`src/rtl/fifo_wr_arbiter_if.sv`:
```
// Requester-side beat handshake plus the shared FIFO write port and grant status of fifo_wr_arbiter.
// master = requesters/FIFO environment, slave = the arbiter.
interface fifo_wr_arbiter_if #(
    parameter int NUM_PORTS = 4,
    parameter int PORT_BIT  = 2,
    parameter int DATA_BIT  = 16
);
    logic [NUM_PORTS-1:0]            req_valid;
    logic [NUM_PORTS*DATA_BIT-1:0]   req_data;
    logic [NUM_PORTS-1:0]            req_last;
    logic [NUM_PORTS-1:0]            req_ready;
    logic                            fifo_wr_en;
    logic [DATA_BIT+PORT_BIT:0]      fifo_wr_data;
    logic                            fifo_full;
    logic                            grant_valid;
    logic [PORT_BIT-1:0]             grant_port;
    logic                            pkt_done;

    modport master (
        output req_valid, req_data, req_last, fifo_full,
        input  req_ready, fifo_wr_en, fifo_wr_data, grant_valid, grant_port, pkt_done
    );

    modport slave (
        input  req_valid, req_data, req_last, fifo_full,
        output req_ready, fifo_wr_en, fifo_wr_data, grant_valid, grant_port, pkt_done
    );
endinterface

```
`src/rtl/fifo_wr_arbiter.sv`:
```
// Packet-granular round-robin arbiter sharing one FIFO write port; one idle arbitration cycle per packet,
// then 1 beat/cycle. fifo_full stalls the granted port in place with the grant held indefinitely.
module fifo_wr_arbiter #(
    parameter int NUM_PORTS = 4,
    parameter int PORT_BIT  = 2,
    parameter int DATA_BIT  = 16
) (
    input  logic             clk,
    input  logic             rst,
    fifo_wr_arbiter_if.slave bus
);
    typedef enum logic {IDLE = 1'b0, BUSY = 1'b1} state_t;

    state_t                state, state_nxt;
    logic [PORT_BIT-1:0]   grant_port, grant_port_nxt;
    logic                  grant_valid, grant_valid_nxt;
    logic [PORT_BIT-1:0]   rr_ptr, rr_ptr_nxt;
    logic                  pkt_done, pkt_done_nxt;

    logic [PORT_BIT-1:0]   scan_start;
    logic [NUM_PORTS-1:0]  req_rot;
    logic                  sel_found;
    logic [PORT_BIT:0]     sel_sum;
    logic [PORT_BIT-1:0]   sel_port;

    logic                  g_valid;
    logic                  g_last;
    logic [DATA_BIT-1:0]   g_data;
    logic [NUM_PORTS-1:0]  ready;
    logic                  wr_en;

    // Rotate requests so bit 0 is the port just after rr_ptr; the lowest set bit wins.
    always_comb begin
        scan_start = (rr_ptr == PORT_BIT'(NUM_PORTS - 1)) ? '0 : rr_ptr + 1'b1;
        req_rot    = NUM_PORTS'({bus.req_valid, bus.req_valid} >> scan_start);
        sel_found  = 1'b0;
        sel_sum    = '0;
        for (int k = NUM_PORTS - 1; k >= 0; k--) begin
            if (req_rot[k]) begin
                sel_found = 1'b1;
                sel_sum   = {1'b0, scan_start} + (PORT_BIT+1)'(k);
            end
        end
        if (sel_sum >= (PORT_BIT+1)'(NUM_PORTS))
            sel_sum = sel_sum - (PORT_BIT+1)'(NUM_PORTS);
        sel_port = sel_sum[PORT_BIT-1:0];
    end

    always_comb begin
        g_valid = 1'b0;
        g_last  = 1'b0;
        g_data  = '0;
        for (int p = 0; p < NUM_PORTS; p++) begin
            if (grant_port == PORT_BIT'(p)) begin
                g_valid = bus.req_valid[p];
                g_last  = bus.req_last[p];
                g_data  = bus.req_data[p*DATA_BIT +: DATA_BIT];
            end
        end
    end

    always_comb begin
        state_nxt       = state;
        grant_port_nxt  = grant_port;
        grant_valid_nxt = grant_valid;
        rr_ptr_nxt      = rr_ptr;
        pkt_done_nxt    = 1'b0;
        ready           = '0;
        wr_en           = 1'b0;
        case (state)
            IDLE: begin
                if (sel_found) begin
                    state_nxt       = BUSY;
                    grant_port_nxt  = sel_port;
                    grant_valid_nxt = 1'b1;
                end
            end
            BUSY: begin
                for (int p = 0; p < NUM_PORTS; p++)
                    ready[p] = (grant_port == PORT_BIT'(p)) && !bus.fifo_full;
                wr_en = g_valid && !bus.fifo_full;
                if (wr_en && g_last) begin
                    state_nxt       = IDLE;
                    grant_valid_nxt = 1'b0;
                    rr_ptr_nxt      = grant_port;
                    pkt_done_nxt    = 1'b1;
                end
            end
        endcase
        // Nothing is accepted while reset is asserted, even mid-packet.
        if (rst) begin
            ready = '0;
            wr_en = 1'b0;
        end
    end

    always_ff @(posedge clk) begin
        if (rst) begin
            state       <= IDLE;
            grant_port  <= '0;
            grant_valid <= 1'b0;
            rr_ptr      <= PORT_BIT'(NUM_PORTS - 1);
            pkt_done    <= 1'b0;
        end else begin
            state       <= state_nxt;
            grant_port  <= grant_port_nxt;
            grant_valid <= grant_valid_nxt;
            rr_ptr      <= rr_ptr_nxt;
            pkt_done    <= pkt_done_nxt;
        end
    end

    assign bus.req_ready    = ready;
    assign bus.fifo_wr_en   = wr_en;
    assign bus.fifo_wr_data = {g_last, grant_port, g_data};
    assign bus.grant_valid  = grant_valid;
    assign bus.grant_port   = grant_port;
    assign bus.pkt_done     = pkt_done;
endmodule

```
`src/flat_wrapper.sv`:
```
// flat-port wrapper written by rule: the top's interface ports become plain ports
module fifo_wr_arbiter_flat 
#(
    parameter int NUM_PORTS = 4,
    parameter int PORT_BIT  = 2,
    parameter int DATA_BIT  = 16
)
  (clk, rst, bus_req_valid, bus_req_data, bus_req_last, bus_fifo_full, bus_req_ready, bus_fifo_wr_en, bus_fifo_wr_data, bus_grant_valid, bus_grant_port, bus_pkt_done);
  fifo_wr_arbiter_if #(.NUM_PORTS(NUM_PORTS), .PORT_BIT(PORT_BIT), .DATA_BIT(DATA_BIT)) bus_i ();
  input  logic clk;
  input  logic rst;
  input wire logic [$bits(bus_i.req_valid)-1:0] bus_req_valid;
  input wire logic [$bits(bus_i.req_data)-1:0] bus_req_data;
  input wire logic [$bits(bus_i.req_last)-1:0] bus_req_last;
  input wire logic [$bits(bus_i.fifo_full)-1:0] bus_fifo_full;
  output wire logic [$bits(bus_i.req_ready)-1:0] bus_req_ready;
  output wire logic [$bits(bus_i.fifo_wr_en)-1:0] bus_fifo_wr_en;
  output wire logic [$bits(bus_i.fifo_wr_data)-1:0] bus_fifo_wr_data;
  output wire logic [$bits(bus_i.grant_valid)-1:0] bus_grant_valid;
  output wire logic [$bits(bus_i.grant_port)-1:0] bus_grant_port;
  output wire logic [$bits(bus_i.pkt_done)-1:0] bus_pkt_done;
  assign bus_i.req_valid = bus_req_valid;
  assign bus_i.req_data = bus_req_data;
  assign bus_i.req_last = bus_req_last;
  assign bus_i.fifo_full = bus_fifo_full;
  assign bus_req_ready = bus_i.req_ready;
  assign bus_fifo_wr_en = bus_i.fifo_wr_en;
  assign bus_fifo_wr_data = bus_i.fifo_wr_data;
  assign bus_grant_valid = bus_i.grant_valid;
  assign bus_grant_port = bus_i.grant_port;
  assign bus_pkt_done = bus_i.pkt_done;
  fifo_wr_arbiter #(.NUM_PORTS(NUM_PORTS), .PORT_BIT(PORT_BIT), .DATA_BIT(DATA_BIT)) u_core (.clk(clk), .rst(rst), .bus(bus_i));
endmodule
```
`config.mk`:
```
export PLATFORM = sky130hd
export DESIGN_NAME = fifo_wr_arbiter_flat
export DESIGN_NICKNAME = d
export VERILOG_FILES = /design/src/rtl/fifo_wr_arbiter_if.sv /design/src/rtl/fifo_wr_arbiter.sv /design/src/flat_wrapper.sv
export SDC_FILE = /design/constraint.sdc
export NUM_CORES = 1
export LEC_CHECK = 0
export CAP_MARGIN = 10
export CORE_ASPECT_RATIO = 0.5
export CORE_MARGIN = 3
export CORE_UTILIZATION = 27
export DETAILED_ROUTE_END_ITERATION = 10
export GPL_ROUTABILITY_DRIVEN = 0
export GPL_TIMING_DRIVEN = 0
export PLACE_DENSITY = 0.79
export RECOVER_POWER = 100
export SLEW_MARGIN = 20
export SYNTH_ARGS = -nofsm -noshare
export SYNTH_HDL_FRONTEND = slang
export SYNTH_SLANG_ARGS = --single-unit
```
`constraint.sdc`:
```
create_clock -name clk -period 1.7 [get_ports clk]
set_input_delay 0.51 -clock clk [delete_from_list [all_inputs] [get_ports clk]]
set_output_delay 0.51 -clock clk [all_outputs]
set_load 0.01 [all_outputs]
```
-- Word level (Yosys, flattened, before mapping)
Index checks and enable logic that the tools add are counted.
- add/subtract/negate cells: 5
- multipliers: 0
- divide/modulo/power cells: 0
- $lt $le $gt $ge: 1
- eq/ne operators: 6
- shift-type cells: 1
- multiplexer cells: 33
- bitwise operators: 1
- reductions and logical operators: 12
- operators by type and width (operator ; count):
    two-way mux 16 bit ; 4
    two-way mux 1 bit ; 19
    two-way mux 3 bit ; 4
    two-way mux 4 bit ; 2
    right shift 8 x 2 -> 4 bit ; 1
    adder 2 x 2 -> 3 bit, second input constant ; 2
    equality test 2 bit, second input constant ; 3
    logical AND 1 bit ; 6
    AND reduction 2 bit ; 3
    two-way mux 2 bit ; 2
    case mux 1 bit (2 select lines) ; 2
    adder 2 x 1 -> 3 bit, second input constant ; 1
    >= comparator 3 bit, second input constant ; 1
    adder 2 x 1 -> 2 bit, second input constant ; 1
    equality test 2 x 1 -> 1 bit, second input constant ; 1
    logical NOT 2 bit ; 1
    inequality test 2 x 1 -> 1 bit, second input constant ; 1
    inequality test 2 bit, second input constant ; 1
    OR reduction 2 bit ; 1
    subtractor 2 x 1 -> 2 bit, second input constant ; 1
    logical NOT 1 bit ; 1
    inverter 1 bit ; 1
- register bits: 7
- bits in latches: 0
- memory bits (writable): 0
- memory bits (read-only): 0
- input bits: 75
- output and inout bits: 28
- logic and storage cells: 64
- memories kept: 0

-- Logic depth before layout (Yosys ltp)
Gate-level depths: netlist of the first run.
- depth in word-level cells: 9
- mapped depth: 6
- mapped depth without buffers: 5

-- Worst setup path after synthesis of the first run
OpenSTA, ideal clock, no wires.
- path kind: register to output
- start point: register u_core.grant_port[0] (netlist: u_core.bus.grant_port[0])
- end point: output bus_fifo_wr_data[3]
- arrival: 1.443 ns
- required time: 1.190 ns
- slack: -0.253 ns
- cell stages (with the launch flop): 4
- buffers on the path: 2
- cells stage by stage: dfxtp_1 > buf_4 > buf_4 > mux4_2
- longest elaborated chain between the ends: 5
- elaborated cells on any way between the ends: 8
- those cells by class: 3 x eq/ne; 4 x mux; 1 x reduce/logical
- RTL lines (what ; line ; text):
    from (decl) ; fifo_wr_arbiter.sv:15 ; logic [PORT_BIT-1:0] grant_port, grant_port_nxt;
    from (signal assigned) ; fifo_wr_arbiter.sv:106 ; grant_port <= grant_port_nxt;
    logical NOT 2 bit ; fifo_wr_arbiter.sv:54 ; if (grant_port == PORT_BIT'(p)) begin
    two-way mux 16 bit (3 in a row) ; fifo_wr_arbiter.sv:54 ;
    two-way mux 16 bit (*) ; fifo_wr_arbiter.sv:54 ;
    to (decl) ; flat_wrapper.sv:18 ; output wire logic [$bits(bus_i.fifo_wr_data)-1:0] bus_fifo_wr_data;
Mark *: on every way between the ends. The rest lies on a longest branch, timed or not.

-- Final worst setup path of the first run
- start point: input bus_req_last[0]
- end point: output bus_fifo_wr_data[18]
- longest elaborated chain between the ends: 4
- RTL lines (what ; line ; text):
    from (decl) ; flat_wrapper.sv:14 ; input wire logic [$bits(bus_i.req_last)-1:0] bus_req_last;
    two-way mux 1 bit (4 in a row) ; fifo_wr_arbiter.sv:54 ;
Every way passes these cells.

==> qor.yml, run 1 <==
run_status:
  status: "complete, but fails checks"
  violations: "setup timing"
worst_setup_path:
  cp-start-kind: "input port"
  path_class: "input port to output port"
  crit_arrival_ns: 1.51
  critPathMaxFanout: 2
  crit_chain: "dlygate4sd2_1, mux4_2, buf_6, buf_6"
  crit_path_frequent_cell: "buf_6"
  crit_path_top_delay_cell: "mux4_2"
  end_kind: "output port"
  slowest_delay_ns: 0.50
  crit_required_ns: 1.19
yosys:
  synth_top_family_by_area: "multiplexers"
  synth-seq-area-share: 0.138
  synth_compound_area_frac: 0.124
  synth-simple-area-share: 0.163
  syn_area_sq_um: 1020
  synth_fa_ha_area_frac: 0.0123
  synth_nets: 170
  synth_xor_area_frac: 0
  muxShareOfSynthArea: 0.461
  synth_seq_cells: 7
  syn_avg_cell_area_sq_um: 10.8
  synth.distinct_cells: 35
  syn_inst: 94
  synth_warnings: 0
timing:
  timing.final.ws_setup_ns: -0.318
  slew_headroom: 0.669
  rsz0062_at_grt: "true"
  hold_viol: 0
  report.final.slew_viol_count: 0
  finalSetupViolCount: 26
  post-route-period-util: 1.19
  fin_skew_ns: 0.000806
  timing.hold.ws_ns: 0.501
  max_freq_mhz: 496
  min_period_ns: 2.02
  fin_tns_setup_ns: -5.92
  worstMarginPinSlew_ns: 0.492
grt:
  overflow: 0
  grt_pass1_vias: 1351
  grt_max_degree: 11
  antenna_found_initial: 0
  grt_first_pass_wirelength_microns: 7030
  grt.total_usage: 0.197
detailed_routing:
  drtAntennaViolNets: 0
  drt_iter0_drc: 48
  drc: 0
  vias: 1347
  dr.pass1.iters: 4
  routed_wl_microns: 5070
  viasPerCell: 5.06
  post_drt_wl_per_cell_microns: 19.0
clocking:
  cts_root_buf: "clkbuf_8"
  htree_levels: 1
  insertion_delay_ns: 0.23
  numCtsBuffers: 3
  cts_tree: "built"
  clk_path_buf_depth: 2
  cts_hold_buf: 0
  clk_pin_slew_worst_paths_ns: 0.04
  clock-sinks: 7
die:
  die-area_sq_um: 4580
  row_count: 15
  io_pins: 103
  initial_utilization: 0.288
  fp.dieW_microns: 92.8
  die_y_microns: 49.4
  placeableCoreArea_sq_um: 3530
min_path:
  hold_path.class: "register to register"
placement:
  io_buffers: 99
  place_inst: 244
  dp_slack_ns: -1.05
  place_hpwl_microns: 3410
job:
  cap_violations: 0
pwr:
  p_leak_nw: 1.08
  vdd.ir_drop.worst_v: 0.000305
  total_power_mw: 1.27
  powerDensity_nw_per_um2: 531
finish:
  finalNonFillerCells: 266
  final_nets: 292
  antenna_cells: 0
  final_common_cell: "dlygate4sd2_1"
  final_cell_mix: "dlygate4sd2_1, buf_6, mux4_2"
  drive_gt1_frac: 0.447
  syn_to_final_growth_pct: 135
  fillers: 271
[per-layer routing]
layer | GRT usage | routed length, microns | up-vias
li1 | - | - | 622
met1 | 0.215 | 1770 | 642
met2 | 0.375 | 2750 | 69
met3 | 0.0431 | 372 | 14
met4 | 0.0706 | 178 | 0
met5 | 0 | 0 | -
[where the power goes]
| part | switching, mW | internal, mW |
|---|---|---|
| clock network | 0.0769 | 0.163 |
| registers | 0.0173 | 0.179 |
| logic | 0.321 | 0.513 |
[registers in the layout, summed over array words and instances, names as in the netlist]
name / cells
u_core.rr_ptr: 2
u_core.bus.grant_valid: 1
u_core.bus.pkt_done: 1
u_core.state: 1
u_core.bus.grant_port: 2
[final timing paths]
check,from,to,slack (ns),cells after the start
max reg2reg,u_core.bus.grant_port[0]$_SDFFE_PP0P_,u_core.rr_ptr[1]$_SDFFE_PP1P_,-0.13,7
min,u_core.rr_ptr[1]$_SDFFE_PP1P_,u_core.rr_ptr[1]$_SDFFE_PP1P_,0.50,1
max,bus_req_last[0],bus_fifo_wr_data[18],-0.32,4
min reg2reg,u_core.rr_ptr[1]$_SDFFE_PP1P_,u_core.rr_ptr[1]$_SDFFE_PP1P_,0.50,1
[synthesized netlist by cell type]
cell type	instances	area share
mux4_2	19	0.42
nor2_1	10	0.037
dfxtp_1	7	0.14
inv_1	6	0.022
buf_4	5	0.037
mux2i_1	4	0.039
a211o_1	3	0.026
a21oi_1	3	0.015
and3_1	3	0.018
and2_1	2	0.012
buf_2	2	0.0099
buf_6	2	0.022
clkbuf_1	2	0.0074
nand2_1	2	0.0074
nor2b_1	2	0.012
nor4_1	2	0.012
o22ai_1	2	0.012
a2111o_1	1	0.011
a311oi_2	1	0.015
a31oi_1	1	0.0062
and3b_1	1	0.0086
buf_1	1	0.0037
ha_1	1	0.012
nand2b_1	1	0.0062
nand4_1	1	0.0062
nand4b_2	1	0.015
nor3_1	1	0.0049
nor3b_1	1	0.0074
o211ai_1	1	0.0074
o21ai_0	1	0.0049
o221a_2	1	0.011
o221ai_1	1	0.0086
o31ai_1	1	0.0074
or2b_1	1	0.0074
or4_1	1	0.0074
[kinds of logic (layout without fill, tap and decap cells)]
logic type               after synthesis  after routing
AO/OA/AOI/OAI                         16             16
adder cells (fa/ha/maj)                1              1
buffers and inverters                 18            139
flip-flops                             7              7
multiplexers                          23             23
AND/OR/NAND/NOR                       29             29
[stage by stage]
stage | area, sq um | util
floorplan | 1050 | -
global placement | 2100 | 0.595
detailed placement | 2100 | 0.595
CTS | 2280 | 0.647
global route | 2390 | 0.678
finish | 2390 | 0.678
[layout make-up]
| cell class | count | area (sq um) | area share |
|---|---|---|---|
| timing repair buffer | 117 | 1100 | 0.459 |
| multi-input combinational | 69 | 858 | 0.359 |
| sequential | 7 | 156 | 0.0654 |
| buffer | 12 | 144 | 0.0602 |
| tap | 51 | 63.8 | 0.0267 |
| clock buffer | 4 | 45.0 | 0.0188 |
| inverter | 6 | 25.0 | 0.0105 |
[critical path, delay by kind of cell]
kind	cells	cell delay, ns
buffers and inverters	3	0.50
multiplexers	1	0.50
[what timing repair did]
item	CTS	global route
gates cloned	1	0
resized for setup	222	18
pin swaps	6	5
buffers inserted	11	7
endpoints found under the setup margin	31	26
Note: power is estimated with default switching activity, not from simulation.
==> run 2: changes to the inputs <==
- CAP_MARGIN: 10 -> not set
==> results of run 2 <==
No change in the layout: final DEF, timing and power equal those of run 1.
